### config.mk
export PLATFORM = sky130hd
export DESIGN_NAME = rr_arbiter_ctrl
export DESIGN_NICKNAME = d
export VERILOG_FILES = /design/src/rtl/arb_pkg.sv /design/src/rtl/rr_priority_pick.sv /design/src/rtl/rr_arbiter_ctrl.sv
export SDC_FILE = /design/constraint.sdc
export NUM_CORES = 1
export LEC_CHECK = 0
export CAP_MARGIN = 20
export CORE_MARGIN = 1
export CORE_UTILIZATION = 50
export CTS_CLUSTER_SIZE = 8
export DETAILED_ROUTE_END_ITERATION = 16
export DONT_BUFFER_PORTS = 1
export GPL_ROUTABILITY_DRIVEN = 0
export PLACE_DENSITY = 0.72
export SETUP_SLACK_MARGIN = 0.05
export SLEW_MARGIN = 20
export SYNTH_ARGS = -nofsm -noshare
export SYNTH_HDL_FRONTEND = slang
export SYNTH_HIERARCHICAL = 1
export SYNTH_SLANG_ARGS = --single-unit
export TNS_END_PERCENT = 5
### constraint.sdc
create_clock -name clk -period 1.65 [get_ports clk]
set_input_delay 0.165 -clock clk [delete_from_list [all_inputs] [get_ports clk]]
set_output_delay 0.165 -clock clk [all_outputs]
set_load 0.03 [all_outputs]
### src/rtl/arb_pkg.sv
// ---------------------------------------------------------------------------
// arb_pkg
// Shared definitions for the round-robin arbiter slice.
//   arb_state_e          : arbiter FSM state (IDLE / GRANT)
//   ARB_DEFAULT_N        : default number of requesters
//   ARB_DEFAULT_MAX_HOLD : default hold limit (0 = unlimited)
//   onehot_to_idx        : index of the lowest set bit of a vector up to 16
//                          bits wide; returns 0 for an all-zero vector
// ---------------------------------------------------------------------------
package arb_pkg;

    typedef enum logic {
        IDLE  = 1'b0,
        GRANT = 1'b1
    } arb_state_e;

    localparam int ARB_DEFAULT_N        = 4;
    localparam int ARB_DEFAULT_MAX_HOLD = 8;

    // Scan from the top down so the lowest set bit is the one that is kept.
    function automatic logic [3:0] onehot_to_idx(input logic [15:0] vec);
        logic [3:0] result;
        result = 4'd0;
        for (int i = 15; i >= 0; i--) begin
            if (vec[i]) begin
                result = 4'(i);
            end
        end
        return result;
    endfunction

endpackage

### src/rtl/rr_priority_pick.sv
// ---------------------------------------------------------------------------
// rr_priority_pick
// Combinational round-robin search: returns the first set bit of mask,
// searching upward from ptr and wrapping from N-1 back to 0.
// Ports:
//   mask  [N-1:0]          candidate requesters
//   ptr   [$clog2(N)-1:0]  starting position of the search (must be < N)
//   found                  at least one mask bit is set
//   idx   [$clog2(N)-1:0]  winning index (0 when nothing is found)
// ---------------------------------------------------------------------------
module rr_priority_pick
    import arb_pkg::*;
#(
    parameter int N = ARB_DEFAULT_N
) (
    input  logic [N-1:0]         mask,
    input  logic [$clog2(N)-1:0] ptr,
    output logic                 found,
    output logic [$clog2(N)-1:0] idx
);

    localparam int IW = $clog2(N);

    // Walk the offsets from farthest to nearest so the nearest hit after ptr
    // overwrites the others. The wrap is done by subtraction so N need not
    // be a power of two.
    always_comb begin
        int pos;
        found = 1'b0;
        idx   = '0;
        pos   = 0;
        for (int i = N - 1; i >= 0; i--) begin
            pos = int'(ptr) + i;
            if (pos >= N) begin
                pos = pos - N;
            end
            if (mask[pos]) begin
                found = 1'b1;
                idx   = IW'(pos);
            end
        end
    end

endmodule

### src/rtl/rr_arbiter_ctrl.sv
// ---------------------------------------------------------------------------
// rr_arbiter_ctrl
// Registered round-robin arbiter sharing one resource among N requesters.
// A grant is held while its owner keeps requesting; after MAX_HOLD
// consecutive cycles it is rotated to the next waiting requester.
// Ports:
//   clk          rising-edge clock
//   rst_n        asynchronous active-low reset
//   request      [N-1:0] level-sensitive request per requester
//   grant        [N-1:0] one-hot grant (registered)
//   grant_valid  |grant (registered)
//   grant_id     [$clog2(N)-1:0] index of granted requester, 0 when idle
//   preempt      one-cycle pulse accompanying a forced rotation
// ---------------------------------------------------------------------------
module rr_arbiter_ctrl
    import arb_pkg::*;
#(
    parameter int N        = ARB_DEFAULT_N,
    parameter int MAX_HOLD = ARB_DEFAULT_MAX_HOLD
) (
    input  logic                 clk,
    input  logic                 rst_n,
    input  logic [N-1:0]         request,
    output logic [N-1:0]         grant,
    output logic                 grant_valid,
    output logic [$clog2(N)-1:0] grant_id,
    output logic                 preempt
);

    localparam int IW = $clog2(N);
    localparam int HW = (MAX_HOLD > 0) ? $clog2(MAX_HOLD + 1) : 1;
    localparam logic [HW-1:0] HOLD_LIMIT = HW'(MAX_HOLD);

    arb_state_e    state;
    logic [IW-1:0] ptr;
    logic [HW-1:0] hold_cnt;

    logic [N-1:0]  cand_mask;
    logic          pick_found;
    logic [IW-1:0] pick_idx;
    logic [N-1:0]  pick_onehot;
    logic [IW-1:0] next_ptr;
    logic          owner_req;
    logic          at_limit;

    // grant is zero in IDLE, so one mask serves both states: in GRANT it
    // removes the current owner from the candidates.
    assign cand_mask   = request & ~grant;
    assign pick_onehot = N'(1) << pick_idx;
    assign next_ptr    = (pick_idx == IW'(N - 1)) ? '0 : pick_idx + 1'b1;
    assign owner_req   = request[grant_id];
    assign at_limit    = (MAX_HOLD != 0) && (hold_cnt >= HOLD_LIMIT);

    rr_priority_pick #(
        .N (N)
    ) u_pick (
        .mask  (cand_mask),
        .ptr   (ptr),
        .found (pick_found),
        .idx   (pick_idx)
    );

    // Arbiter FSM with registered outputs. preempt defaults low every cycle
    // so it can only ever be a single-cycle pulse.
    always_ff @(posedge clk or negedge rst_n) begin
        if (!rst_n) begin
            state       <= IDLE;
            ptr         <= '0;
            hold_cnt    <= '0;
            grant       <= '0;
            grant_valid <= 1'b0;
            grant_id    <= '0;
            preempt     <= 1'b0;
        end else begin
            preempt <= 1'b0;
            case (state)
                IDLE: begin
                    if (pick_found) begin
                        grant       <= pick_onehot;
                        grant_valid <= 1'b1;
                        grant_id    <= pick_idx;
                        ptr         <= next_ptr;
                        hold_cnt    <= HW'(1);
                        state       <= GRANT;
                    end
                end
                GRANT: begin
                    if (!owner_req) begin
                        if (pick_found) begin
                            grant    <= pick_onehot;
                            grant_id <= pick_idx;
                            ptr      <= next_ptr;
                            hold_cnt <= HW'(1);
                        end else begin
                            grant       <= '0;
                            grant_valid <= 1'b0;
                            grant_id    <= '0;
                            hold_cnt    <= '0;
                            state       <= IDLE;
                        end
                    end else if (!at_limit) begin
                        if (MAX_HOLD != 0) begin
                            hold_cnt <= hold_cnt + 1'b1;
                        end
                    end else if (pick_found) begin
                        grant    <= pick_onehot;
                        grant_id <= pick_idx;
                        ptr      <= next_ptr;
                        hold_cnt <= HW'(1);
                        preempt  <= 1'b1;
                    end
                end
                default: begin
                    state <= IDLE;
                end
            endcase
        end
    end

endmodule

# [Word-level counts from Yosys, hierarchy flattened]
# Cells that the tools add are included.
[word_totals] elab_cells=92 input_bits=6 regBits=15
[classes] muxes=56 add_sub_neg=9 bitwise=3 eq_ne=5 order_cmp=10 n_reduce_logical=1 shifts=1
[op_table] cell="less-than comparator 32 x 4 -> 1 bit (second input constant)" n=4
[op_table] cell="2-to-1 mux 32 bit" n=4
[op_table] cell="greater-or-equal comparator 32 x 4 -> 1 bit (second input constant)" n=3
[op_table] cell="subtractor 32 x 4 -> 32 bit (second input constant)" n=3
[op_table] cell="2-to-1 mux 4 bit" n=7
[op_table] cell="2-to-1 mux 2 bit" n=12
[op_table] cell="2-to-1 mux 1 bit" n=22
[op_table] cell="case mux 4 bit (2 select lines)" n=2
[op_table] cell="binary-select mux 1 bit (select 2 bit)" n=5
[op_table] cell="case mux 2 bit (2 select lines)" n=2
[op_table] cell="adder 2 x 2 -> 3 bit (second input constant)" n=2
[op_table] cell="!= test 2 bit (second input constant)" n=3
[op_table] cell="adder 4 x 1 -> 4 bit (second input constant)" n=1
[op_table] cell="AND 4 bit" n=1
[op_table] cell="greater-or-equal comparator 4 bit (second input constant)" n=1
[op_table] cell="inverter 4 bit" n=1
[op_table] cell="case mux 1 bit (2 select lines)" n=2
[op_table] cell="left shift 1 x 2 -> 4 bit (first input constant)" n=1
[op_table] cell="subtractor 2 x 3 -> 4 bit (second input constant)" n=1
[op_table] cell="adder 2 x 1 -> 3 bit (second input constant)" n=1
[op_table] cell="greater-or-equal comparator 2 x 3 -> 1 bit (second input constant)" n=1
[op_table] cell="less-than comparator 2 x 3 -> 1 bit (second input constant)" n=1
[op_table] cell="!= test 3 x 2 -> 1 bit (second input constant)" n=1
[op_table] cell="AND reduction 3 bit" n=1
[op_table] cell="other kinds (3)" n=3

# [Logic depth before layout (Yosys ltp)]
# Gate-level depths: netlist of the first run.
[logic_depth] depth_word=16 mapped_depth=8

# [Modules after synthesis]
# Netlist of the first run, hierarchy kept.
[by_module_without_submodules] mod="rr_arbiter_ctrl" seq_area_each_um2=375.4 area_per_inst_um2=840.8 n_inst=1 cells_each=79
[by_module_without_submodules] mod="rr_priority_pick" seq_area_each_um2=0.0 area_per_inst_um2=77.6 n_inst=1 cells_each=13

# [Worst setup path after synthesis of the first run]
# No wires, ideal clock.
[synth_timing] path_type="flip-flop to flip-flop" from="reg grant[3]" to="reg ptr[1]" setup_time_ps=125 t_required_ps=1525 slack_ps=-286 n_path_buf=0 arrival_ps=1811 path_stages_with_launch=7 path_cell_list="dfrtp_1 -> nor2b_1 -> mux2i_1 -> a211oi_2 -> inv_1 -> ha_1 -> mux2_4"
[synth_via] elab_chain_cells=15 word_cells_on_any_way=29
[synth_lines] element="from (decl)" line="rr_arbiter_ctrl.sv:24" text="output logic [N-1:0] grant,"
[synth_lines] element="from (signal assigned)" line="rr_arbiter_ctrl.sv:79" text="grant <= pick_onehot;"
[synth_lines] element="from (signal assigned)" line="rr_arbiter_ctrl.sv:90" text="grant <= pick_onehot;"
[synth_lines] element="from (signal assigned)" line="rr_arbiter_ctrl.sv:106" text="grant <= pick_onehot;"
[synth_lines] element="inverter 4 bit (*)" line="rr_arbiter_ctrl.sv:48" text="assign cand_mask = request & ~grant;"
[synth_lines] element="AND 4 bit (*)" line="rr_arbiter_ctrl.sv:48"
[synth_lines] element="via cand_mask[3]" line="rr_arbiter_ctrl.sv:38" text="logic [N-1:0] cand_mask;"
[synth_lines] element="binary-select mux 1 bit (select 2 bit)" line="rr_priority_pick.sv:37" text="if (mask[pos]) begin"
[synth_lines] element="2-to-1 mux 1 bit (not written as such) (2 in a row)" line="rr_priority_pick.sv:37"
[synth_lines] element="2-to-1 mux 2 bit (3 in a row)" line="rr_priority_pick.sv:37"
[synth_lines] element="2-to-1 mux 2 bit (*)" line="rr_priority_pick.sv:37"
[synth_lines] element="via pick_idx[0]" line="rr_arbiter_ctrl.sv:40" text="logic [IW-1:0] pick_idx;"
[synth_lines] element="adder 2 x 1 -> 2 bit or == test 2 bit (tied branches)" line="rr_arbiter_ctrl.sv:50" text="assign next_ptr = (pick_idx == IW'(N - 1)) ? '0 : pick_idx + 1'b1;"
[synth_lines] element="2-to-1 mux 2 bit (*)" line="rr_arbiter_ctrl.sv:50"
[synth_lines] element="via next_ptr[1]" line="rr_arbiter_ctrl.sv:42" text="logic [IW-1:0] next_ptr;"
[synth_lines] element="2-to-1 mux 2 bit (*)" line="rr_arbiter_ctrl.sv:78, rr_arbiter_ctrl.sv:89, rr_arbiter_ctrl.sv:105"
[synth_lines] element="2-to-1 mux 2 bit" line="rr_arbiter_ctrl.sv:101" text="end else if (!at_limit) begin"
[synth_lines] element="2-to-1 mux 2 bit" line="rr_arbiter_ctrl.sv:88" text="if (!owner_req) begin"
[synth_lines] element="case mux 2 bit (2 select lines) (*)" line="rr_arbiter_ctrl.sv:76" text="case (state)"
[synth_lines] element="to (signal assigned)" line="rr_arbiter_ctrl.sv:82" text="ptr <= next_ptr;"
[synth_lines] element="to (signal assigned)" line="rr_arbiter_ctrl.sv:92" text="ptr <= next_ptr;"
[synth_lines] element="to (signal assigned)" line="rr_arbiter_ctrl.sv:108" text="ptr <= next_ptr;"
[synth_lines] element="to (decl)" line="rr_arbiter_ctrl.sv:35" text="logic [IW-1:0] ptr;"
# The timed path passes the listed nets; every way through them passes the cells marked *. The select of a mux whose other input is x is not followed.
# A chain may end at the register's enable or synchronous reset.

# [Final worst setup path of the first run]
# Same ends and word-level chain as after synthesis.

==> results of run 1 <==
==> logic make-up (layout without fill, tap and decap cells) <==
| kind of cell | after synthesis | count (layout) | synth area share (%) |
|---|---|---|---|
| mux | 11 | 11 | 14.6 |
| flops | 15 | 15 | 40.9 |
| fa+ha+maj | 6 | 6 | 8.17 |
| buf+inv | 6 | 28 | 2.45 |
| compound gates | 20 | 20 | 14.0 |
| simple gates | 34 | 34 | 19.9 |
==> layout make-up <==
class                           instances  area (µm²)
Clock buffer                            4        26.3
Inverter                                6        22.5
Timing Repair Buffer                   18         145
Fill cell                             139         572
Multi-Input combinational cell         71         548
Sequential cell                        15         382
Tap cell                               25        31.3
==> cells in the final DEF (no fill, tap or decap) <==
master,Yosys,routed
or4_2,1,1
clkbuf_4,0,3
o21ai_0,8,6
dfrtp_1,15,10
a32oi_1,1,1
nor2b_4,0,2
o31ai_1,2,2
mux2_4,2,2
a21oi_2,0,1
ha_2,0,1
o22ai_1,1,1
nand2_4,2,2
dfrtp_2,0,5
a211oi_1,1,1
and2b_2,1,1
inv_1,6,6
a21oi_1,3,2
nand2b_1,2,2
nor3_1,1,1
nor3b_1,2,2
ha_1,6,5
nor2b_2,0,2
buf_4,0,15
nand3b_1,1,1
o21ai_1,0,2
a21o_1,1,1
mux4_2,1,1
nor2_1,6,6
o21a_2,0,1
mux2_2,1,1
a211oi_2,1,1
dlygate4sd3_1,0,1
a2bb2oi_1,1,1
buf_6,0,2
nand2_1,12,12
nand3_1,2,2
clkbuf_1,0,1
mux2i_1,7,7
==> metal layers <==
| metal | global-route usage (%) | wire length (µm) | vias up | share of wire, % |
|---|---|---|---|---|
| li1 | - | - | 372 | - |
| met4 | 14.5 | 47 | 0 | 2.3 |
| met5 | 0 | 0 | - | 0 |
| met2 | 34.7 | 931 | 18 | 45 |
| met1 | 31.8 | 992 | 356 | 48 |
| met3 | 6.40 | 92 | 6 | 4.5 |
==> power breakdown <==
part	internal [mW]	total (mW)	switching, mW	leakage, nW
logic	0.632	1.29	0.659	0.357
clock network	0.0942	0.218	0.124	0.0150
registers	0.518	0.694	0.176	0.181
total	1.24	2.20	0.960	0.553
==> worst max path at each step <==
stage                          from                  to  slack, ns  depth (start not counted)
3_3_place_gp   grant[3]$_DFFE_PN0P_  ptr[0]$_DFFE_PN0P_      -0.05                          7
3_5_place_dp   grant[3]$_DFFE_PN0P_  ptr[1]$_DFFE_PN0P_      -0.08                          7
2_1_floorplan  grant[3]$_DFFE_PN0P_  ptr[1]$_DFFE_PN0P_      -0.13                          6
6_report       grant[3]$_DFFE_PN0P_  ptr[1]$_DFFE_PN0P_      -0.11                          6
4_1_cts        grant[3]$_DFFE_PN0P_  ptr[1]$_DFFE_PN0P_      -0.07                          6
5_1_grt        grant[3]$_DFFE_PN0P_  ptr[1]$_DFFE_PN0P_      -0.16                          7
==> stage by stage <==
stage | instance area, µm² | hold slack, ns | std cells | power [mW] | setup TNS [ns]
2_1_floorplan | 926 | -0.131 | 92 | 1.48 | -0.211
5_1_grt | 1150 | 0.251 | 139 | 2.34 | -0.760
3_5_place_dp | 1070 | -0.130 | 132 | 1.87 | -0.277
6_report | 1150 | 0.258 | 139 | 2.20 | -0.286
3_3_place_gp | 1070 | -0.130 | 132 | 1.84 | -0.0792
4_1_cts | 1140 | 0.246 | 138 | 2.16 | -0.175
==> registers in the layout (all words and copies together), names as in the netlist <==
name / count
grant: 4
grant_id: 2
grant_valid: 1
hold_cnt: 4
preempt: 1
ptr: 2
state: 1
==> worst register-to-register path, stage by stage (launching register included) <==
cell,delay [ns]
dfrtp_2,0.43
nor2b_4,0.15
mux2i_1,0.11
a211oi_2,0.28
inv_1,0.12
ha_1,0.31
mux2_4,0.26
==> repair_timing <==
| action | in CTS | in global routing |
|---|---|---|
| hold buffers | 1 | 0 |
| setup buffers | 1 | 1 |
| hold endpoints to repair | 15 | 0 |
| resized for setup | 8 | 5 |
| endpoints found under the setup margin | 7 | 11 |
| pin swaps | 3 | 3 |
==> impl_metrics.json, run 1 <==
{
  "status": "finished, violations left",
  "failed_checks": "setup timing",
  "max_slew.worst_pin.slew_ns": 0.663,
  "grt_max_degree": 16,
  "cts_tree": "built",
  "path_delay_family": "flip-flops",
  "synthFlopType": "dfrtp_1",
  "yosysSeqAreaShare_pct": 40.9,
  "powerDensity_nw_per_um2": 1910,
  "synth-async-reset-ratio_pct": 100,
  "ant_nets": 0,
  "hold_path.class": "in2reg",
  "startpoint_type": "flop",
  "place_hpwl_mm": 1.49,
  "synthCells": 92,
  "cts.path.max_buffers": 2,
  "worst_slack_ns": -0.111,
  "slowest_stage": "dfrtp_2",
  "reg2reg_to": "ptr[1]$_DFFE_PN0P_",
  "synthTopCellsByCount": "dfrtp_1, nand2_1, o21ai_0",
  "antenna_found_initial": 0,
  "reg2reg_from": "grant[3]$_DFFE_PN0P_",
  "die_area_um2": 2010,
  "max-slew-margin-rel_pct": 55.6,
  "synth.largest_area_cell": "dfrtp_1",
  "reg2regPathDepth": 6,
  "ys_ff_latch": 15,
  "max_freq_ghz": 0.568,
  "synth_area_leaders": "dfrtp_1, ha_1, mux2i_1",
  "holdCritStartpoint": "request[1]",
  "hold_violations": 0,
  "clkLatencyLatePin_ns": 0.29,
  "ir_drop_mv": 1.08,
  "grt_use_total_pct": 23.9,
  "syn_nets": 104,
  "drc": 0,
  "hold_path_end": "grant_id[0]$_DFFE_PN0P_",
  "drv_cap": 0,
  "place_ws_ns": -0.0809,
  "r2r_setup_slack_ns": -0.11,
  "fp.dieH_um": 44.9,
  "avgSynthCellArea_um2": 9.98,
  "drive_gt1_share_pct": 36.0,
  "wl_mm": 2.06,
  "syn_to_final_growth_pct": 25.7,
  "core_area_um2": 1730,
  "finalCoreUtilization_pct": 66.9,
  "initial_core_util_pct": 53.2,
  "routedWlPerCell_um": 14.8,
  "grt_overflow": 0,
  "slew_violations": 0,
  "cpPeakStageDelay_ns": 0.43,
  "port_buffers": 0,
  "grt_pass1_vias": 716,
  "whs_path_depth": 3,
  "first_iter_violations": 16,
  "dr.pass1.iters": 4,
  "cp_max_fo": 4,
  "htreeDepth": 1,
  "synth_edf_count": 0,
  "synth_warnings": 6,
  "finalSetupViolCount": 5,
  "crit_chain": "nor2b_4 -> mux2i_1 -> a211oi_2 -> inv_1 -> ha_1 -> mux2_4",
  "synth_top_area_share_pct": 40.9,
  "pin_count": 14,
  "syn_area_um2": 918,
  "grt_pass1_wl_mm": 3.29,
  "crit_buf_inv": 1,
  "clk_pin_slew_ns": 0.09,
  "p_leak_nw": 0.553,
  "die_w_um": 44.9,
  "path_class": "reg2reg",
  "ys_types": 28,
  "skew_ns": 0.00357,
  "routed_via_density": 5.41,
  "num-nets-final": 127,
  "fin_crit_sh_pct": 107,
  "fin_crit_ns": 1.76,
  "rsz0062_at_grt": "yes",
  "endpoint_kind": "flop",
  "numCtsBuffers": 3,
  "cp.arrival_ns": 1.95,
  "worstPathRequired_ns": 1.84,
  "num_rows": 15,
  "clock-root-buffer": "clkbuf_4",
  "antenna_cells": 0,
  "yosysMostFrequentCell": "dfrtp_1",
  "num_vias": 752,
  "clock-sinks": 15
}
(Power assumes the default switching activity.)
==> run 2: changes to the inputs <==
Settings changed: PLACE_DENSITY 0.72 to 0.78.
==> run 2 against run 1 <==
  * The flow still finishes with violations (setup timing)
  * Fmax increased by 1.1%
  * Sequential share of layout area shrank 1.3 points
  * Die area unchanged
  * Global-route usage is 1.0 points higher
  * Via count rose by 9.3%
  * Non-clock buffer count increased by 2
  * Largest cell class unchanged
  * Largest power group unchanged
  * Utilization increased by 2.8 points
  * Flip-flop and latch count stayed put
  * Critical path type unchanged
  * Combinational power up 7%
==> impl_metrics.json, run 2 (same netlist as run 1, synthesis figures left out) <==
{
  "status": "finished, violations left",
  "failed_checks": "setup timing",
  "die_area_um2": 2010,
  "place_ws_ns": -0.104,
  "drive_gt1_share_pct": 43.1,
  "syn_to_final_growth_pct": 31.1,
  "core_area_um2": 1730,
  "port_buffers": 0,
  "place_area_um2": 1060,
  "grt_max_degree": 16,
  "die_w_um": 44.9,
  "hold_path_end": "grant_id[0]$_DFFE_PN0P_",
  "endpoint_kind": "flop",
  "fp.dieH_um": 44.9,
  "first_iter_violations": 15,
  "reg2regPathDepth": 10,
  "hold_violations": 0,
  "antenna_found_initial": 0,
  "ir_drop_mv": 1.14,
  "routed_via_density": 5.83,
  "place_hpwl_mm": 1.41,
  "whs_path_depth": 3,
  "crit_top_cell": "buf_4",
  "drc": 0,
  "max_slew.worst_pin.slew_ns": 0.673,
  "num_rows": 15,
  "crit_chain": "nor2b_4 -> buf_4 -> buf_4 -> nor2_1 -> nor2_2 -> buf_4 -> buf_4 -> ha_1 -> mux2i_1 -> o21ai_0",
  "num_vias": 822,
  "worst_slack_ns": -0.0925,
  "clk_pin_slew_ns": 0.09,
  "power.share.switching_pct": 43.6,
  "crit_buf_inv": 4,
  "fillers": 129,
  "multiInputGateArea_um2": 584,
  "hold_path.class": "in2reg",
  "cpPeakStageDelay_ns": 0.39,
  "dr.pass1.iters": 4,
  "grt_overflow": 0,
  "max-slew-margin-rel_pct": 55.0,
  "internal_power_mw": 1.29,
  "reg2reg_from": "grant[3]$_DFFE_PN0P_",
  "cp.arrival_ns": 1.91,
  "num-nets-final": 129,
  "antenna_cells": 0,
  "top_regs": "grant x4, hold_cnt x4",
  "cts_tree": "built",
  "slew_violations": 0,
  "rsz0062_at_grt": "yes",
  "pin_count": 14,
  "p_leak_nw": 0.570,
  "fin_tns_setup_ns": -0.302,
  "grt_pass1_wl_mm": 3.49,
  "slowest_stage": "dfrtp_2",
  "pwr-share-comb_pct": 60.1,
  "final_cells": 141,
  "clock-sinks": 15,
  "clkLatencyLatePin_ns": 0.28,
  "final_cell_mix": "buf_4, nand2_1, dfrtp_1",
  "worstPathRequired_ns": 1.82,
  "final_area_um2": 1200,
  "holdCritStartpoint": "request[1]",
  "cts.path.max_buffers": 2,
  "path_class": "reg2reg",
  "power_frac_clock_pct": 9.1,
  "numCtsBuffers": 3,
  "grt_pass1_vias": 773,
  "fin_crit_ns": 1.74,
  "htreeDepth": 1,
  "skew_ns": 0.00236,
  "initial_core_util_pct": 53.2,
  "seqCellArea_um2": 382,
  "finalSetupViolCount": 4,
  "holdWs_ns": 0.266,
  "path_delay_family": "buffers and inverters",
  "layout_commonest_cell": "buf_4",
  "ant_nets": 0,
  "wl_mm": 2.14,
  "drv_cap": 0,
  "reg2reg_to": "grant[2]$_DFFE_PN0P_",
  "finalCoreUtilization_pct": 69.7,
  "powerDensity_nw_per_um2": 1910,
  "clock-root-buffer": "clkbuf_4",
  "max_freq_ghz": 0.574,
  "fin_crit_sh_pct": 106,
  "r2r_setup_slack_ns": -0.09,
  "cp_max_fo": 4,
  "placed_cells": 131,
  "p_seq_share_pct": 30.8,
  "power.total_mw": 2.30,
  "routedWlPerCell_um": 15.2,
  "p_sw_mw": 1.00,
  "startpoint_type": "flop",
  "grt_use_total_pct": 25.0
}
## run 2: worst max-delay path by stage
stage | start | endpoint | slack (ns) | cells past startpoint
2_1_floorplan | grant[3]$_DFFE_PN0P_ | ptr[1]$_DFFE_PN0P_ | -0.13 | 6
3_3_place_gp | grant[3]$_DFFE_PN0P_ | ptr[0]$_DFFE_PN0P_ | -0.03 | 7
3_5_place_dp | grant[3]$_DFFE_PN0P_ | ptr[1]$_DFFE_PN0P_ | -0.10 | 7
4_1_cts | grant[3]$_DFFE_PN0P_ | ptr[1]$_DFFE_PN0P_ | -0.09 | 6
5_1_grt | ptr[1]$_DFFE_PN0P_ | grant[1]$_DFFE_PN0P_ | -0.16 | 8
6_report | grant[3]$_DFFE_PN0P_ | grant[2]$_DFFE_PN0P_ | -0.09 | 10
## run 2: worst register-to-register path: stages, from the launching register on
cell     delay, ns
dfrtp_2       0.39
nor2b_4       0.05
buf_4         0.12
buf_4         0.12
nor2_1        0.23
nor2_2        0.08
buf_4         0.14
buf_4         0.12
ha_1          0.17
mux2i_1       0.12
o21ai_0       0.09
## run 2: metal layers
metal	track usage, %	up-vias	share of wire, %
li1	-	373	-
met1	29.3	410	42
met2	43.2	29	51
met3	8.00	10	3.6
met4	7.88	0	2.6
met5	0	-	0
## run 2: power groups by stage
stage               Combinational [mW]  Clock (mW)  Sequential [mW]
finish                            1.38       0.208            0.708
global route                      1.50       0.236            0.718
CTS                               1.31       0.220            0.690
detailed placement                1.19           0            0.679
global placement                  1.15           0            0.672
floorplan                        0.689           0            0.790
## run 2: what timing repair did
item,in CTS,in global routing
resized for setup,10,8
buffers inserted,4,1
pin swaps,4,2
gates cloned,0,0
hold endpoints to repair,15,0
endpoints found under the setup margin,7,10
hold buffers,1,0
## run 2: area by class of cell
cell class	instances	share of cell area (%)
multi-input cells	71	48.5
clock buffers	3	1.87
repair buffers	20	13.0
well taps	25	2.60
inverters	6	1.87
clock inverters	1	0.416
flip-flops and latches	15	31.7
==> run 3: changes to the inputs <==
Settings changed: CTS_BUF_LIST set to sky130_fd_sc_hd__clkbuf_16, PLACE_DENSITY 0.78 to 0.75.
Clock period 1.65 ns to 1.8 ns, I/O delays scaled along.
==> run 3 against run 2 <==
  * The run now ends clean
  * Via count shrank 12%
  * Flip-flop and latch count is the same
  * First-iteration DRC count unchanged
  * Clock power up 100%
  * Global-route usage up 0.45 points
  * Utilization decreased by 4.3 points
  * Fmax increased by 2.5%
  * Critical path type unchanged
  * Largest power group unchanged
==> impl_metrics.json, run 3 (same netlist as run 1, synthesis figures left out) <==
{
  "syn_to_final_growth_pct": 22.9,
  "initial_core_util_pct": 53.2,
  "antenna_cells": 0,
  "postCtsSetupBuffers": 0,
  "grt_pass1_vias": 758,
  "top_regs": "grant x4, hold_cnt x4",
  "reg2reg_from": "grant[3]$_DFFE_PN0P_",
  "core_area_um2": 1730,
  "numCtsBuffers": 3,
  "hold_path_end": "grant_id[0]$_DFFE_PN0P_",
  "drive_gt1_share_pct": 26.4,
  "finalSetupViolCount": 0,
  "grt_use_total_pct": 25.4,
  "die_w_um": 44.9,
  "fin_tns_setup_ns": 0,
  "top_usage_layer": "met2",
  "grtUsageMet3_pct": 6.80,
  "routed_via_density": 5.54,
  "power_frac_clock_pct": 19.6,
  "die_area_um2": 2010,
  "drv_cap": 0,
  "first_iter_violations": 15,
  "fillers": 143,
  "reg2regPathDepth": 6,
  "startpoint_type": "flop",
  "pwr-share-comb_pct": 50.9,
  "reg2reg_to": "ptr[1]$_DFFE_PN0P_",
  "htreeDepth": 1,
  "power.total_mw": 2.14,
  "drc": 0,
  "hold_violations": 0,
  "path_class": "reg2reg",
  "cpPeakStageDelay_ns": 0.42,
  "cts_tree": "built",
  "max_slew.worst_pin.slew_ns": 0.674,
  "place_hpwl_mm": 1.46,
  "worstPathRequired_ns": 1.93,
  "internal_power_mw": 1.25,
  "layout_commonest_cell": "dfrtp_1",
  "status": "finished clean",
  "fp.dieH_um": 44.9,
  "gr-usage-met1_pct": 31.5,
  "clock-sinks": 15,
  "p_sw_mw": 0.889,
  "pin_count": 14,
  "num_rows": 15,
  "holdWs_ns": 0.350,
  "routedWlPerCell_um": 16.3,
  "port_buffers": 0,
  "fin_crit_ns": 1.70,
  "p_seq_share_pct": 29.5,
  "dr.pass1.iters": 4,
  "holdCritStartpoint": "request[1]",
  "endpoint_kind": "flop",
  "fin_crit_sh_pct": 94.4,
  "grt_max_degree": 16,
  "cp_max_fo": 4,
  "cts.path.max_buffers": 2,
  "cp.arrival_ns": 1.83,
  "antenna_found_initial": 0,
  "ant_nets": 0,
  "whs_path_depth": 3,
  "num-nets-final": 119,
  "rsz0062_at_grt": "no",
  "wl_mm": 2.13,
  "placed_cells": 126,
  "ir_drop_mv": 1.22,
  "grt_pass1_wl_mm": 3.55,
  "slew_violations": 0,
  "crit_chain": "nor2b_4 -> mux2i_1 -> a211oi_2 -> inv_1 -> ha_1 -> mux2_4",
  "max_freq_ghz": 0.588,
  "powerDensity_nw_per_um2": 1890,
  "skew_ns": 0.000747,
  "max-slew-margin-rel_pct": 54.9,
  "clk_pin_slew_ns": 0.05,
  "power.share.switching_pct": 41.6,
  "clock-root-buffer": "clkbuf_16",
  "num_vias": 726,
  "clkLatencyLatePin_ns": 0.24,
  "p_leak_nw": 0.539,
  "slowest_stage": "dfrtp_2",
  "hold_path.class": "in2reg",
  "grt_overflow": 0,
  "use_met2_pct": 39.7,
  "r2r_setup_slack_ns": 0.10,
  "final_cell_mix": "dfrtp_1, nand2_1, buf_4",
  "final_cells": 131
}
[run 3: cell count changes in the layout (fill, tap and decap cells not counted), sizes merged]
cell	previous run	this run
buf	19	9
clkinv	1	0
inv	6	7
[run 3: how the worst max path moves through the flow]
stage                          from              endpoint  slack (ns)  cells after the start
5_1_grt          ptr[1]$_DFFE_PN0P_    ptr[0]$_DFFE_PN0P_        0.04                      7
3_3_place_gp   grant[1]$_DFFE_PN0P_    ptr[1]$_DFFE_PN0P_        0.14                      7
3_5_place_dp   grant[3]$_DFFE_PN0P_    ptr[1]$_DFFE_PN0P_        0.11                      6
2_1_floorplan  grant[2]$_DFFE_PN0P_    ptr[1]$_DFFE_PN0P_       -0.02                      7
6_report       grant[3]$_DFFE_PN0P_    ptr[1]$_DFFE_PN0P_        0.10                      6
4_1_cts        grant[0]$_DFFE_PN0P_  grant[3]$_DFFE_PN0P_        0.06                      8
[run 3: worst max-delay path, delay by kind of cell (launching register included)]
kind                       cells  cell delay [ns]
DFF                            1             0.42
muxes                          2             0.37
adders and majority gates      1             0.32
AOI/OAI and AO/OA              1             0.23
and+or+nand+nor                1             0.14
buffers and inverters          1             0.10
[run 3: through the flow]
stage	cell area, µm²	setup slack (ns)	util (%)
after global routing	1130	0.0433	65.4
after CTS	1110	0.0555	64.5
after detailed placement	1020	0.106	59.2
after global placement	1020	0.136	59.2
final	1130	0.100	65.4
after floorplan	923	-0.0205	-
[run 3: power by group through the flow]
stage	combinational, mW	clock [mW]	sequential [mW]
6_report	1.09	0.420	0.630
5_1_grt	1.19	0.439	0.644
4_1_cts	1.07	0.425	0.619
3_5_place_dp	1.02	0	0.622
3_3_place_gp	0.990	0	0.614
2_1_floorplan	0.632	0	0.721
[run 3: layer usage]
metal  share of wire, %  up-vias
met5                  0        -
met4                2.9        0
met3                5.5        7
met2                 47       24
met1                 44      344
li1                   -      351
[run 3: timing repair]
item                       CTS  global route
gates cloned                 0             0
hold buffers                 1             0
setup endpoints to repair    2             6
pin swaps                    0             0
resized for setup            1             4
hold endpoints to repair    15             0
[run 3: final cells by class]
| type | instances | area, µm² | share of cell area (%) |
|---|---|---|---|
| sequential | 15 | 378 | 33.5 |
| clock buffer | 3 | 75.1 | 6.65 |
| clock inverter | 1 | 3.75 | 0.333 |
| inverter | 6 | 22.5 | 2.00 |
| timing repair buffer | 10 | 77.6 | 6.87 |
| tap | 25 | 31.3 | 2.77 |
| multi-input combinational | 71 | 541 | 47.9 |
